`config.mk`:
```
export PLATFORM = sky130hd
export DESIGN_NAME = alu_arbiter
export DESIGN_NICKNAME = d
export VERILOG_FILES = /design/src/rtl/alu_pkg.sv /design/src/rtl/alu_arbiter_rr_arbiter2.sv /design/src/rtl/alu_arbiter.sv
export SDC_FILE = /design/constraint.sdc
export NUM_CORES = 1
export LEC_CHECK = 0
export CORE_AREA = 2 2 162 164
export CTS_CLUSTER_SIZE = 30
export DETAILED_ROUTE_END_ITERATION = 10
export DIE_AREA = 0 0 164 166
export SLEW_MARGIN = 15
export SYNTH_ARGS = -nofsm -noshare
export SYNTH_HDL_FRONTEND = slang
export SYNTH_SLANG_ARGS = --single-unit
export TNS_END_PERCENT = 10
```
`constraint.sdc`:
```
create_clock -name clk -period 2.8 [get_ports clk]
set_input_delay 0.56 -clock clk [delete_from_list [all_inputs] [get_ports clk]]
set_output_delay 0.56 -clock clk [all_outputs]
set_load 0.01 [all_outputs]
```
`src/rtl/alu_pkg.sv`:
```
// Shared constants and types for the ALU arbiter: ctl/flag bit positions,
// FSM state encoding and the default datapath width.
package alu_pkg;

  localparam int ALU_WIDTH = 32;

  localparam int CTL_FNCLASS = 0;
  localparam int CTL_LOGICFN = 1;
  localparam int CTL_ALUFN   = 2;
  localparam int CTL_ALUIMM  = 3;

  localparam int FLAG_OVERFLOW = 0;
  localparam int FLAG_SIGN     = 1;
  localparam int FLAG_CARRY    = 2;
  localparam int FLAG_ZERO     = 3;

  typedef enum logic [1:0] {
    ALU_ARB_IDLE = 2'd0,
    ALU_ARB_EXEC = 2'd1,
    ALU_ARB_RESP = 2'd2
  } alu_arb_state_e;

endpackage

```
`src/rtl/alu_arbiter_rr_arbiter2.sv`:
```
// Two-way round-robin pick: a lone valid always wins, a tie goes to prio_i.
module rr_arbiter2 (
  input  logic [1:0] valid_i,
  input  logic       prio_i,
  output logic [1:0] gnt_o
);

  always_comb begin
    if (valid_i == 2'b11) begin
      gnt_o = prio_i ? 2'b10 : 2'b01;
    end else begin
      gnt_o = valid_i;
    end
  end

endmodule

```
`src/rtl/alu_arbiter.sv`:
```
// Shares one combinational ALU between two requesters: registered ALU inputs,
// one ALU slot in flight, and a per-port response buffer held until accepted.
module alu_arbiter
  import alu_pkg::*;
#(
  parameter int WIDTH = ALU_WIDTH
) (
  input  logic             clk,
  input  logic             rst_n,

  input  logic             req0_valid,
  output logic             req0_ready,
  input  logic [WIDTH-1:0] req0_rs,
  input  logic [WIDTH-1:0] req0_rt,
  input  logic [WIDTH-1:0] req0_imm,
  input  logic [3:0]       req0_ctl,

  input  logic             req1_valid,
  output logic             req1_ready,
  input  logic [WIDTH-1:0] req1_rs,
  input  logic [WIDTH-1:0] req1_rt,
  input  logic [WIDTH-1:0] req1_imm,
  input  logic [3:0]       req1_ctl,

  output logic             rsp0_valid,
  input  logic             rsp0_ready,
  output logic [WIDTH-1:0] rsp0_result,
  output logic [3:0]       rsp0_flags,

  output logic             rsp1_valid,
  input  logic             rsp1_ready,
  output logic [WIDTH-1:0] rsp1_result,
  output logic [3:0]       rsp1_flags,

  output logic [WIDTH-1:0] alu_rs,
  output logic [WIDTH-1:0] alu_rt,
  output logic [WIDTH-1:0] alu_imm,
  output logic [3:0]       alu_ctl,
  input  logic [WIDTH-1:0] alu_result,
  input  logic [3:0]       alu_flags,

  output logic             busy
);

  alu_arb_state_e   state_q, state_d;
  logic             prio_q, prio_d;
  logic             owner_q, owner_d;
  logic [WIDTH-1:0] alu_rs_q, alu_rs_d;
  logic [WIDTH-1:0] alu_rt_q, alu_rt_d;
  logic [WIDTH-1:0] alu_imm_q, alu_imm_d;
  logic [3:0]       alu_ctl_q, alu_ctl_d;
  logic [1:0]       rsp_valid_q, rsp_valid_d;
  logic [WIDTH-1:0] rsp_result_q [2];
  logic [WIDTH-1:0] rsp_result_d [2];
  logic [3:0]       rsp_flags_q [2];
  logic [3:0]       rsp_flags_d [2];

  logic [1:0] gnt;
  logic [1:0] req_ready;
  logic [1:0] rsp_ready;
  logic       idle;

  rr_arbiter2 u_rr (
    .valid_i ({req1_valid, req0_valid}),
    .prio_i  (prio_q),
    .gnt_o   (gnt)
  );

  assign idle      = (state_q == ALU_ARB_IDLE);
  assign req_ready = idle ? gnt : 2'b00;
  assign rsp_ready = {rsp1_ready, rsp0_ready};

  always_comb begin
    state_d      = state_q;
    prio_d       = prio_q;
    owner_d      = owner_q;
    alu_rs_d     = alu_rs_q;
    alu_rt_d     = alu_rt_q;
    alu_imm_d    = alu_imm_q;
    alu_ctl_d    = alu_ctl_q;
    rsp_valid_d  = rsp_valid_q;
    rsp_result_d = rsp_result_q;
    rsp_flags_d  = rsp_flags_q;

    case (state_q)
      ALU_ARB_IDLE: begin
        // ready is a subset of valid, so any ready bit is a handshake
        if (|req_ready) begin
          owner_d   = req_ready[1];
          prio_d    = ~req_ready[1];
          alu_rs_d  = req_ready[1] ? req1_rs  : req0_rs;
          alu_rt_d  = req_ready[1] ? req1_rt  : req0_rt;
          alu_imm_d = req_ready[1] ? req1_imm : req0_imm;
          alu_ctl_d = req_ready[1] ? req1_ctl : req0_ctl;
          state_d   = ALU_ARB_EXEC;
        end
      end
      ALU_ARB_EXEC: begin
        rsp_valid_d[owner_q]  = 1'b1;
        rsp_result_d[owner_q] = alu_result;
        rsp_flags_d[owner_q]  = alu_flags;
        state_d               = ALU_ARB_RESP;
      end
      ALU_ARB_RESP: begin
        // clearing the buffer on accept keeps idle outputs at zero
        if (rsp_ready[owner_q]) begin
          rsp_valid_d[owner_q]  = 1'b0;
          rsp_result_d[owner_q] = '0;
          rsp_flags_d[owner_q]  = '0;
          state_d               = ALU_ARB_IDLE;
        end
      end
      default: state_d = ALU_ARB_IDLE;
    endcase
  end

  always_ff @(posedge clk or negedge rst_n) begin
    if (!rst_n) begin
      state_q         <= ALU_ARB_IDLE;
      prio_q          <= 1'b0;
      owner_q         <= 1'b0;
      alu_rs_q        <= '0;
      alu_rt_q        <= '0;
      alu_imm_q       <= '0;
      alu_ctl_q       <= '0;
      rsp_valid_q     <= '0;
      rsp_result_q[0] <= '0;
      rsp_result_q[1] <= '0;
      rsp_flags_q[0]  <= '0;
      rsp_flags_q[1]  <= '0;
    end else begin
      state_q      <= state_d;
      prio_q       <= prio_d;
      owner_q      <= owner_d;
      alu_rs_q     <= alu_rs_d;
      alu_rt_q     <= alu_rt_d;
      alu_imm_q    <= alu_imm_d;
      alu_ctl_q    <= alu_ctl_d;
      rsp_valid_q  <= rsp_valid_d;
      rsp_result_q <= rsp_result_d;
      rsp_flags_q  <= rsp_flags_d;
    end
  end

  assign req0_ready  = req_ready[0];
  assign req1_ready  = req_ready[1];
  assign rsp0_valid  = rsp_valid_q[0];
  assign rsp1_valid  = rsp_valid_q[1];
  assign rsp0_result = rsp_result_q[0];
  assign rsp1_result = rsp_result_q[1];
  assign rsp0_flags  = rsp_flags_q[0];
  assign rsp1_flags  = rsp_flags_q[1];
  assign alu_rs      = alu_rs_q;
  assign alu_rt      = alu_rt_q;
  assign alu_imm     = alu_imm_q;
  assign alu_ctl     = alu_ctl_q;
  assign busy        = !idle;

endmodule

```
**Word level (Yosys, flattened, before mapping)**

Cells that the tools add are included.

- Mux-type cells: 26
- Bitwise logic cells: 9
- Equality and inequality tests: 5
- Reductions and logical operators: 9
- $lt $le $gt $ge: 4

Operators with widths:

| cell | number |
|---|---|
| 32-bit 2-to-1 mux | 4 |
| 64-bit one-hot mux with 2 select lines | 1 |
| 64-bit AND | 1 |
| 64-bit bitwise mux | 1 |
| 64-bit 2-to-1 mux | 1 |
| 64-bit inverter | 1 |
| 32-bit demux with 1-bit select | 1 |
| 8-bit one-hot mux with 2 select lines | 1 |
| 2-bit 2-to-1 mux | 6 |
| 8-bit AND | 1 |
| 8-bit bitwise mux | 1 |
| 4-bit 2-to-1 mux | 2 |
| 8-bit 2-to-1 mux | 1 |
| 8-bit inverter | 1 |
| 2-bit one-hot mux with 3 select lines | 1 |
| 2-bit AND reduction | 3 |
| 4-bit demux with 1-bit select | 1 |
| 2-bit equality test, second input constant | 2 |
| 2-bit one-hot mux with 2 select lines | 1 |
| 1-bit 2-to-1 mux | 3 |
| 2-bit AND | 1 |
| 2-bit by 1-bit equality test with 1-bit output, second input constant | 1 |
| 2-bit >= comparator, second input constant | 1 |
| 1-bit logical AND | 2 |
| 14 further kinds | 14 |

- Flip-flop bits (word level): 178
- Word-level logic and storage cells: 65
- Bits of input ports: 242

**Longest topological paths before layout**

Gate-level depths: netlist of the first run.

- Depth after elaboration: 9
- Depth in mapped cells: 7

**By module**

A second synthesis of the first run with hierarchy kept.

- Cell total of the unflattened synthesis: 667
- Area total of the unflattened synthesis: 7683.6 µm²

By module, submodules not included:

| module | area each (µm²) | seq. area each (µm²) | instances | cells each |
|---|---|---|---|---|
| alu_arbiter | 7664.9 | 4454.3 | 1 | 664 |
| rr_arbiter2 | 18.8 | 0.0 | 1 | 3 |

**Worst setup path after synthesis of the first run**

Ideal clock, no wire load.

- Kind: input -> output
- From: in req0_valid
- To: out req0_ready
- Stages: 4
- Slack: 1.026 ns
- Arrival: 1.214 ns
- Path through: nor3b_1 -> clkbuf_1 -> nand2_1 -> inv_1

- Word-level cells in the longest chain between the ends: 3

RTL lines:

| element | RTL line | source |
|---|---|---|
| start: declaration | alu_arbiter.sv:11 | `input logic req0_valid,` |
| 2-bit equality test | alu_arbiter_rr_arbiter2.sv:9 | `if (valid_i == 2'b11) begin` |
| 2-bit 2-to-1 mux (*) | alu_arbiter_rr_arbiter2.sv:9 |  |
| 2-bit 2-to-1 mux (*) | alu_arbiter.sv:70 | `assign req_ready = idle ? gnt : 2'b00;` |
| end: declaration | alu_arbiter.sv:12 | `output logic req0_ready,` |

Every way passes the cells marked *; elsewhere a longest branch is shown, timed or not.

**Final worst setup path of the first run**

Same ends and word-level chain as after synthesis.

==> results of run 1 <==
[metrics by stage]
step	cell area, um2	power [mW]	cells	hold slack, ns	setup WS (ns)
final	12300	13.3	1288	0.0652	0.203
after global routing	12300	14.1	1287	0.0633	0.143
after CTS	12300	13.5	1284	0.0539	0.195
after global placement	11700	11.0	1252	0.482	0.220
after floorplan	7220	7.41	545	0.264	1.03
after detailed placement	11700	11.0	1252	0.481	0.206
[state kept, by name (all words and copies together), names as in the netlist, named ones only]
name,cells
alu_ctl,4
alu_imm,32
alu_rs,32
alu_rt,32
owner_q,1
prio_q,1
rsp0_flags,4
rsp0_result,32
rsp1_flags,4
rsp1_result,32
state_q,2
[cells by family after synthesis]
| group | after synthesis | share of synthesized area |
|---|---|---|
| AOI/OAI and AO/OA | 179 | 0.232 |
| buffers and inverters | 65 | 0.0461 |
| DFF | 178 | 0.617 |
| muxes | 1 | 0.00156 |
| and+or+nand+nor | 122 | 0.103 |
[power by group through the flow]
stage               logic, mW  registers (mW)  clock network (mW)
floorplan                2.46            4.95                   0
global placement         6.43            4.53                   0
detailed placement       6.49            4.50                   0
CTS                      6.51            4.52                2.46
global route             6.89            4.66                2.57
finish                   6.42            4.51                2.38
[metal layers]
metal,part of all wire,up-vias
li1,-,2949
met1,0.41,3290
met2,0.48,275
met3,0.094,18
met4,0.011,0
met5,0,-
[cell type report]
cell class / count / area (um2) / share of cell area
antenna: 4 / 10.0 / 0.000813
clock buffer: 18 / 439 / 0.0357
clock inverter: 14 / 140 / 0.0114
inverter: 4 / 15.0 / 0.00122
multi-input combinational: 302 / 2460 / 0.200
sequential: 178 / 4450 / 0.362
tap: 335 / 419 / 0.0341
timing repair buffer: 433 / 4370 / 0.355
[critical path, stage by stage]
cell and delay, ns:
clkdlybuf4s50_1 0.48, nor3b_2 0.27, nand2_1 0.13, inv_1 0.07
clkdlybuf4s50_1 0.53
[cell usage in the layout, fill, tap and decap left out, drive strengths merged]
cell type	Yosys	layout
mux2	1	1
nand2b	2	2
a22o	72	72
clkinv	0	5
dfrtp	178	178
nor3b	1	1
a21o	2	2
clkdlybuf4s50	0	417
nand3b	2	2
or3	1	1
nand2	3	3
nor2	8	8
buf	26	16
a21oi	3	3
and2	1	1
diode	0	4
nand3	1	1
o21ai	2	2
clkinvlp	0	1
a221o	100	100
inv	4	12
and3	101	101
and3b	1	1
nor2b	1	1
clkbuf	35	18
[worst max-delay path by stage]
stage	startpoint	slack, ns	cells past startpoint	endpoint
global placement	req0_valid	0.22	5	req0_ready
finish	req0_valid	0.20	5	req0_ready
detailed placement	req1_valid	0.21	5	req0_ready
global route	req0_valid	0.14	5	req0_ready
floorplan	req0_valid	1.03	4	req0_ready
CTS	req1_valid	0.20	5	req0_ready
==> run summary, run 1 <==
setup TNS - 0 ns
most frequent cell after synthesis - dfrtp_1
CP Class - input port to primary output
crit path launch type - input port
Syn Inst Count - 545
endpoints failing hold - 0
unrepaired setup endpoints after global routing - no
Syn Std Cell Area - 7220 um2
Filler Cells Inserted - 2373
Post-synth top cells - dfrtp_1, and3_1, a221o_1
register bit total from synthesis - 178
post-layout util - 0.480
clock-pin slew on the worst setup and hold paths - 0.09 ns
Port Buffers - 418
dpl hpwl - 18900 um
run status - finished clean
CTS tree - yes
crit end category - primary output
switching fraction of total power - 0.352
power per cell area - 1080 nW/um2
Netlist cell types - 26
drt first pass iters - 7
Yosys Warn Count - 0
Detailed Route WL - 27900 um
Initial Util - 0.282
clock root cell - clkbuf_16
Die Width - 164 um
I/O pin count - 419
largest net degree at the start of global routing - 103
Tightest Pin Transition - 0.567 ns
fin crit share - 0.928
Yosys top cell by area - dfrtp_1
Switching Power - 4.68 mW
share of flip-flops with an asynchronous set or reset - 1.00
post-synth net total - 787
routing usage on met2 - 0.324
Slew HR - 0.622
Post-CTS Resized - 0
core area - 25600 um2
largest fanout on the critical path - 2
f_max - 385 MHz
register area share after synthesis - 0.617
ANT nets after route - 0
DRC - 0
Max Root-Sink Buffers - 2
Overflow after GRT - 0
RR Endpoint - alu_imm[13]$_DFFE_PN0P_
Wirelength per Cell - 21.7 um
Pleak - 5.54 nW
top_reg_cell synth - dfrtp_1
Layout Nets - 1178
Max-Cap Viols - 0
vias in the first global route - 6819
Worst Reg2Reg Path Length in Cells - 4
initial antenna violation count - 3
Cell Int Power - 8.63 mW
VDD IR max - 452 uV
worst r2r src - state_q[1]$_DFFE_PN0P_
layout cell share with drive strength beyond 1 - 0.0590
number of CTS-inserted buffers - 17
Reg2Reg Setup Slack - 0.98 ns
CTS Sinks - 178
register share of total power - 0.339
hold crit path type - input port to async pin
top cells by area, synth - dfrtp_1, a221o_1, and3_1
CP required - 2.24 ns
worst skew pair latency - 0.43 ns
grt met1 use - 0.250
Final Max Slew Viols - 0
Clock power frac - 0.179
postcts setup bufs - 0
total track usage - 0.200
initial DRC count - 418
H-tree depth - 4
Mean Syn Cell Area - 13.2 um2
die area - 27200 um2
final setup fails - 0
EDFF count, synth - 0
die height - 166 um
Post-CTS Hold Buffers - 0
Comb pwr share - 0.482
clk_skew - 0.0133 ns
Via density - 5.07
busiest grt layer - met2
Vias - 6532
synthesis-to-finish area growth - 70.5%
Row Count - 59
RePlAce Congestion - 0.789
Worst Path Arrival - 2.04 ns
Tmin final - 2.60 ns
M3 GR Usage - 0.0754
top cell type's share of synthesized area - 0.617
wire length of the first global-routing pass - 41800 um
Power figures use the tool's default switching activity.
==> run 2, diff against run 1 <==
--- a/config.mk
+++ b/config.mk
@@ -5,12 +5,13 @@
 export SDC_FILE = /design/constraint.sdc
 export NUM_CORES = 1
 export LEC_CHECK = 0
-export CORE_AREA = 2 2 162 164
+export CORE_AREA = 2 2 165 167
 export CTS_CLUSTER_SIZE = 30
 export DETAILED_ROUTE_END_ITERATION = 10
-export DIE_AREA = 0 0 164 166
+export DIE_AREA = 0 0 167 169
 export SLEW_MARGIN = 15
 export SYNTH_ARGS = -nofsm -noshare
 export SYNTH_HDL_FRONTEND = slang
+export SYNTH_HIERARCHICAL = 1
 export SYNTH_SLANG_ARGS = --single-unit
 export TNS_END_PERCENT = 10
==> run 2 against run 1 <==
  * First-iteration DRC count rose by 30%
  * Non-clock buffer count rose by 6
  * Die area rose by 3.7%
  * Worst hold slack got worse by 0.0050 ns
  * Flip-flop and latch count did not move
  * Design area rose by 4.4%
  * Synthesized cell count rose by 22%
==> run summary, run 2 <==
total track usage - 0.208
clock-pin slew on the worst setup and hold paths - 0.08 ns
Syn Std Cell Area - 7680 um2
initial antenna violation count - 0
clk_skew - 0.0149 ns
Final Power - 14.6 mW
final instance area - 12800 um2
dpl hpwl - 20400 um
Pleak - 5.35 nW
die height - 169 um
I/O pin count - 419
Reg2Reg Setup Slack - 0.74 ns
Vias - 7505
VDD IR max - 533 uV
Port Buffers - 418
final setup fails - 0
crit end category - primary output
wire length of the first global-routing pass - 45600 um
Die Width - 167 um
f_max - 379 MHz
CP top delay family - buffers and inverters
top cell type's share of synthesized area - 0.580
Wirelength per Cell - 21.6 um
Post-CTS Resized - 0
Layout Nets - 1298
core area - 26500 um2
synthesis-to-finish area growth - 67.2%
postcts setup bufs - 0
Post-CTS Hold Buffers - 0
Yosys top cell by area - dfrtp_1
most frequent cell after synthesis - dfrtp_1
Filler Cells Inserted - 2499
DP Worst Slack - 0.189 ns
Slew HR - 0.489
number of CTS-inserted buffers - 17
Overflow after GRT - 0
largest fanout on the critical path - 3
CP Class - input port to primary output
Final Worst Setup Slack - 0.159 ns
Tightest Pin Transition - 0.766 ns
Netlist cell types - 30
share of flip-flops with an asynchronous set or reset - 1.00
area of placed instances - 12200 um2
Antenna Cells - 0
post-synth net total - 909
CP max stage cell - clkdlybuf4s50_1
unrepaired setup endpoints after global routing - no
Final Max Slew Viols - 0
H-tree depth - 4
drt first pass iters - 4
CP max stage delay - 0.58 ns
hold crit path type - input port to async pin
setup TNS - 0 ns
RePlAce Congestion - 0.787
layout cell share with drive strength beyond 1 - 0.0617
run status - finished clean
Syn Inst Count - 667
die area - 28200 um2
vias in the first global route - 7429
Row Count - 60
Detailed Route WL - 30500 um
Via density - 5.32
Tmin final - 2.64 ns
top_reg_cell synth - dfrtp_1
Yosys Warn Count - 6
Initial Util - 0.290
top cells by area, synth - dfrtp_1, a32oi_1, a22oi_1
most frequent cells in the layout - clkdlybuf4s50_1, dfrtp_1, nand2_1, a22oi_1, a32oi_1
crit path launch type - input port
register bit total from synthesis - 178
CP dominant cell by count - clkdlybuf4s50_1
DRC - 0
endpoints failing hold - 0
CP required - 2.24 ns
worst-path cell chain - clkdlybuf4s50_1, a21boi_1, nor3b_2, clkdlybuf4s50_1
fin crit share - 0.943
ANT nets after route - 0
CTS Sinks - 178
Max Root-Sink Buffers - 2
EDFF count, synth - 0
clock root cell - clkbuf_16
power per cell area - 1140 nW/um2
Mean Syn Cell Area - 11.5 um2
Max-Cap Viols - 0
Worst Path Arrival - 2.08 ns
largest net degree at the start of global routing - 103
initial DRC count - 544
most common cell after layout, fill and taps aside - clkdlybuf4s50_1
register area share after synthesis - 0.580
Post-synth top cells - dfrtp_1, nand2_1, a22oi_1
CTS tree - yes
worst skew pair latency - 0.44 ns
CP bufs+invs - 2
run 2: routing by layer:
| metal | track usage | vias up | share of wire |
|---|---|---|---|
| met4 | 0.0663 | 0 | 0.020 |
| met5 | 0 | - | 0 |
| met3 | 0.0617 | 34 | 0.079 |
| li1 | - | 3417 | - |
| met2 | 0.335 | 328 | 0.48 |
| met1 | 0.270 | 3726 | 0.42 |
run 2: metrics by stage:
step	hold slack [ns]	util	std cells
6_report	0.0602	0.485	1410
3_3_place_gp	0.481	0.461	1378
5_1_grt	0.0746	0.485	1410
3_5_place_dp	0.481	0.461	1378
4_1_cts	0.0678	0.485	1410
2_1_floorplan	0.264	-	667
run 2: worst reg2reg max path, cell delays in order, from the launching register on:
cell	delay [ns]
dfrtp_1	0.62
nor3b_4	0.31
buf_4	0.36
buf_12	0.40
a22oi_1	0.18
o21ai_0	0.10
run 2: area by class of cell:
cell class                 instances  area, um2  share of cell area
sequential                       178       4450               0.347
timing repair buffer             439       4420               0.344
multi-input combinational        415       2910               0.226
tap                              341        427              0.0332
clock buffer                      17        425              0.0331
clock inverter                    15        196              0.0153
inverter                           5       20.0             0.00156
run 2: power by group:
part	internal, mW	total (mW)	switching [mW]
clock	1.23	2.51	1.28
combinational	3.84	7.28	3.43
sequential	3.82	4.81	0.991
run 2: worst paths after layout:
path | to | start | cells past startpoint
worst max register to register | alu_imm[31]$_DFFE_PN0P_ | state_q[1]$_DFFE_PN0P_ | 5
min in group clk | rsp1_result[8]$_DFFE_PN0P_ | rsp1_result[8]$_DFFE_PN0P_ | 1
worst max-delay path | req0_ready | req0_valid | 4
worst min register to register | rsp1_result[8]$_DFFE_PN0P_ | rsp1_result[8]$_DFFE_PN0P_ | 1
worst min-delay path | alu_rs[11]$_DFFE_PN0P_ | rst_n | 1
max in group asynchronous | rsp0_result[31]$_DFFE_PN0P_ | rst_n | 2
run 2: cell families (layout without fill, tap and decap cells):
| family | after synthesis | in the layout | synth area share |
|---|---|---|---|
| and+or+nand+nor | 125 | 125 | 0.0692 |
| buffers and inverters | 74 | 476 | 0.0451 |
| DFF | 178 | 178 | 0.580 |
| AOI/OAI and AO/OA | 290 | 290 | 0.306 |
==> run 3, diff against run 2 <==
--- a/config.mk
+++ b/config.mk
@@ -5,10 +5,14 @@
 export SDC_FILE = /design/constraint.sdc
 export NUM_CORES = 1
 export LEC_CHECK = 0
-export CORE_AREA = 2 2 165 167
+export CELL_PAD_IN_SITES_DETAIL_PLACEMENT = 0
+export CELL_PAD_IN_SITES_GLOBAL_PLACEMENT = 1
+export CORE_MARGIN = 2
+export CORE_UTILIZATION = 31
+export CTS_CLUSTER_DIAMETER = 30
 export CTS_CLUSTER_SIZE = 30
 export DETAILED_ROUTE_END_ITERATION = 10
-export DIE_AREA = 0 0 167 169
+export PLACE_DENSITY_LB_ADDON = 0.1
 export SLEW_MARGIN = 15
 export SYNTH_ARGS = -nofsm -noshare
 export SYNTH_HDL_FRONTEND = slang
==> run 3 against run 2 <==
  * Clock skew is 0.0010 ns higher
  * Combinational power hardly changed
  * Sequential power is 0.8% lower
  * Critical path type unchanged
  * Largest power group unchanged
==> run summary, run 3 (synthesis results as in run 2) <==
CTS tree - yes
Overflow after GRT - 0
vias in the first global route - 7655
worst r2r src - state_q[1]$_DFFE_PN0P_
CP dominant cell by count - clkdlybuf4s50_1
crit path launch type - input port
VDD IR max - 688 uV
die area - 26100 um2
Final Worst Setup Slack - 0.153 ns
Post-CTS Resized - 0
largest fanout on the critical path - 2
CP max stage delay - 0.58 ns
crit path from - req1_valid
I/O pin count - 419
Via density - 5.38
f_max - 378 MHz
CP max stage cell - clkdlybuf4s50_1
Die Width - 161 um
most common cell after layout, fill and taps aside - clkdlybuf4s50_1
run status - finished clean
ANT nets after route - 0
unrepaired setup endpoints after global routing - no
number of CTS-inserted buffers - 17
Tightest Pin Transition - 0.668 ns
largest net degree at the start of global routing - 103
Row Count - 57
core area - 24300 um2
final setup fails - 0
DP Worst Slack - 0.147 ns
initial DRC count - 498
CP Class - input port to primary output
Final Power - 14.5 mW
endpoints failing hold - 0
Slew HR - 0.555
Pleak - 5.34 nW
crit end category - primary output
CTS Sinks - 178
Wirelength per Cell - 21.6 um
RePlAce Congestion - 0.831
H-tree depth - 4
DRC - 0
Tmin final - 2.65 ns
Worst Path Arrival - 2.09 ns
Port Buffers - 418
post-layout util - 0.527
layout cell share with drive strength beyond 1 - 0.0590
total track usage - 0.228
Max Root-Sink Buffers - 2
die height - 161 um
worst skew pair latency - 0.43 ns
dpl hpwl - 19900 um
setup TNS - 0 ns
hold slack - 0.0197 ns
clock root cell - clkbuf_16
Detailed Route WL - 30100 um
Reg2Reg Setup Slack - 0.70 ns
fin crit share - 0.945
initial antenna violation count - 2
Initial Util - 0.316
Max-Cap Viols - 0
synthesis-to-finish area growth - 67.0%
hold crit path type - input port to async pin
most frequent cells in the layout - clkdlybuf4s50_1, dfrtp_1, nand2_1, a22oi_1, a32oi_1
Vias - 7497
drt first pass iters - 5
clock-pin slew on the worst setup and hold paths - 0.07 ns
Layout Nets - 1296
Filler Cells Inserted - 2222
wire length of the first global-routing pass - 46100 um
Post-CTS Hold Buffers - 0
Final Max Slew Viols - 0
Storage cell area - 4450 um2
power per cell area - 1130 nW/um2
CP required - 2.24 ns
Multi-input gate area - 2900 um2
postcts setup bufs - 0
clk_skew - 0.0159 ns
worst-path cell chain - clkdlybuf4s50_1, a21boi_1, nor3b_4, clkdlybuf4s50_1
run 3: cell types whose count changed in the layout (fill, tap and decap cells not counted), sizes merged:
cell / previous run / this run
bufinv: 0 / 2
buf: 22 / 20
inv: 12 / 11
clkbuf: 17 / 18
clkinvlp: 0 / 2
diode: 0 / 2
clkinv: 8 / 4
run 3: metrics by stage:
step	area, um2	cells
global route	12800	1392
detailed placement	12200	1359
CTS	12800	1391
finish	12800	1393
floorplan	7680	667
global placement	12200	1359
run 3: power by group:
group          internal (mW)  switching (mW)  total, mW
Clock                   1.35            1.13       2.48
Combinational           3.87            3.42       7.29
Sequential              3.83           0.948       4.77
run 3: worst paths after layout:
check / end / depth (start not counted)
setup / recovery: req1_ready / 4
hold / removal: rsp1_result[1]$_DFFE_PN0P_ / 1
setup reg to reg: alu_rs[27]$_DFFE_PN0P_ / 6
hold reg to reg: rsp1_result[31]$_DFFE_PN0P_ / 1
max in group asynchronous: rsp1_result[23]$_DFFE_PN0P_ / 2
min in group clk: rsp1_result[31]$_DFFE_PN0P_ / 1
run 3: layout make-up:
cell class,instances,share of cell area
Antenna cell,2,0.000390
Clock buffer,18,0.0335
Clock inverter,14,0.0133
Inverter,5,0.00156
Multi-Input combinational cell,415,0.226
Sequential cell,178,0.347
Tap cell,324,0.0316
Timing Repair Buffer,437,0.346
run 3: worst max-delay path, delay by kind of cell:
family | cells | cell delay, ns
buffers and inverters | 2 | 1.06
and+or+nand+nor | 1 | 0.27
AOI/OAI and AO/OA | 1 | 0.20
run 3: layer usage:
metal  GRT usage  vias up  routed length, um
li1            -     3412                  -
met1       0.282     3733              12000
met2       0.392      329              15300
met3      0.0675       23               2440
met4      0.0548        0                423
met5           0        -                  0
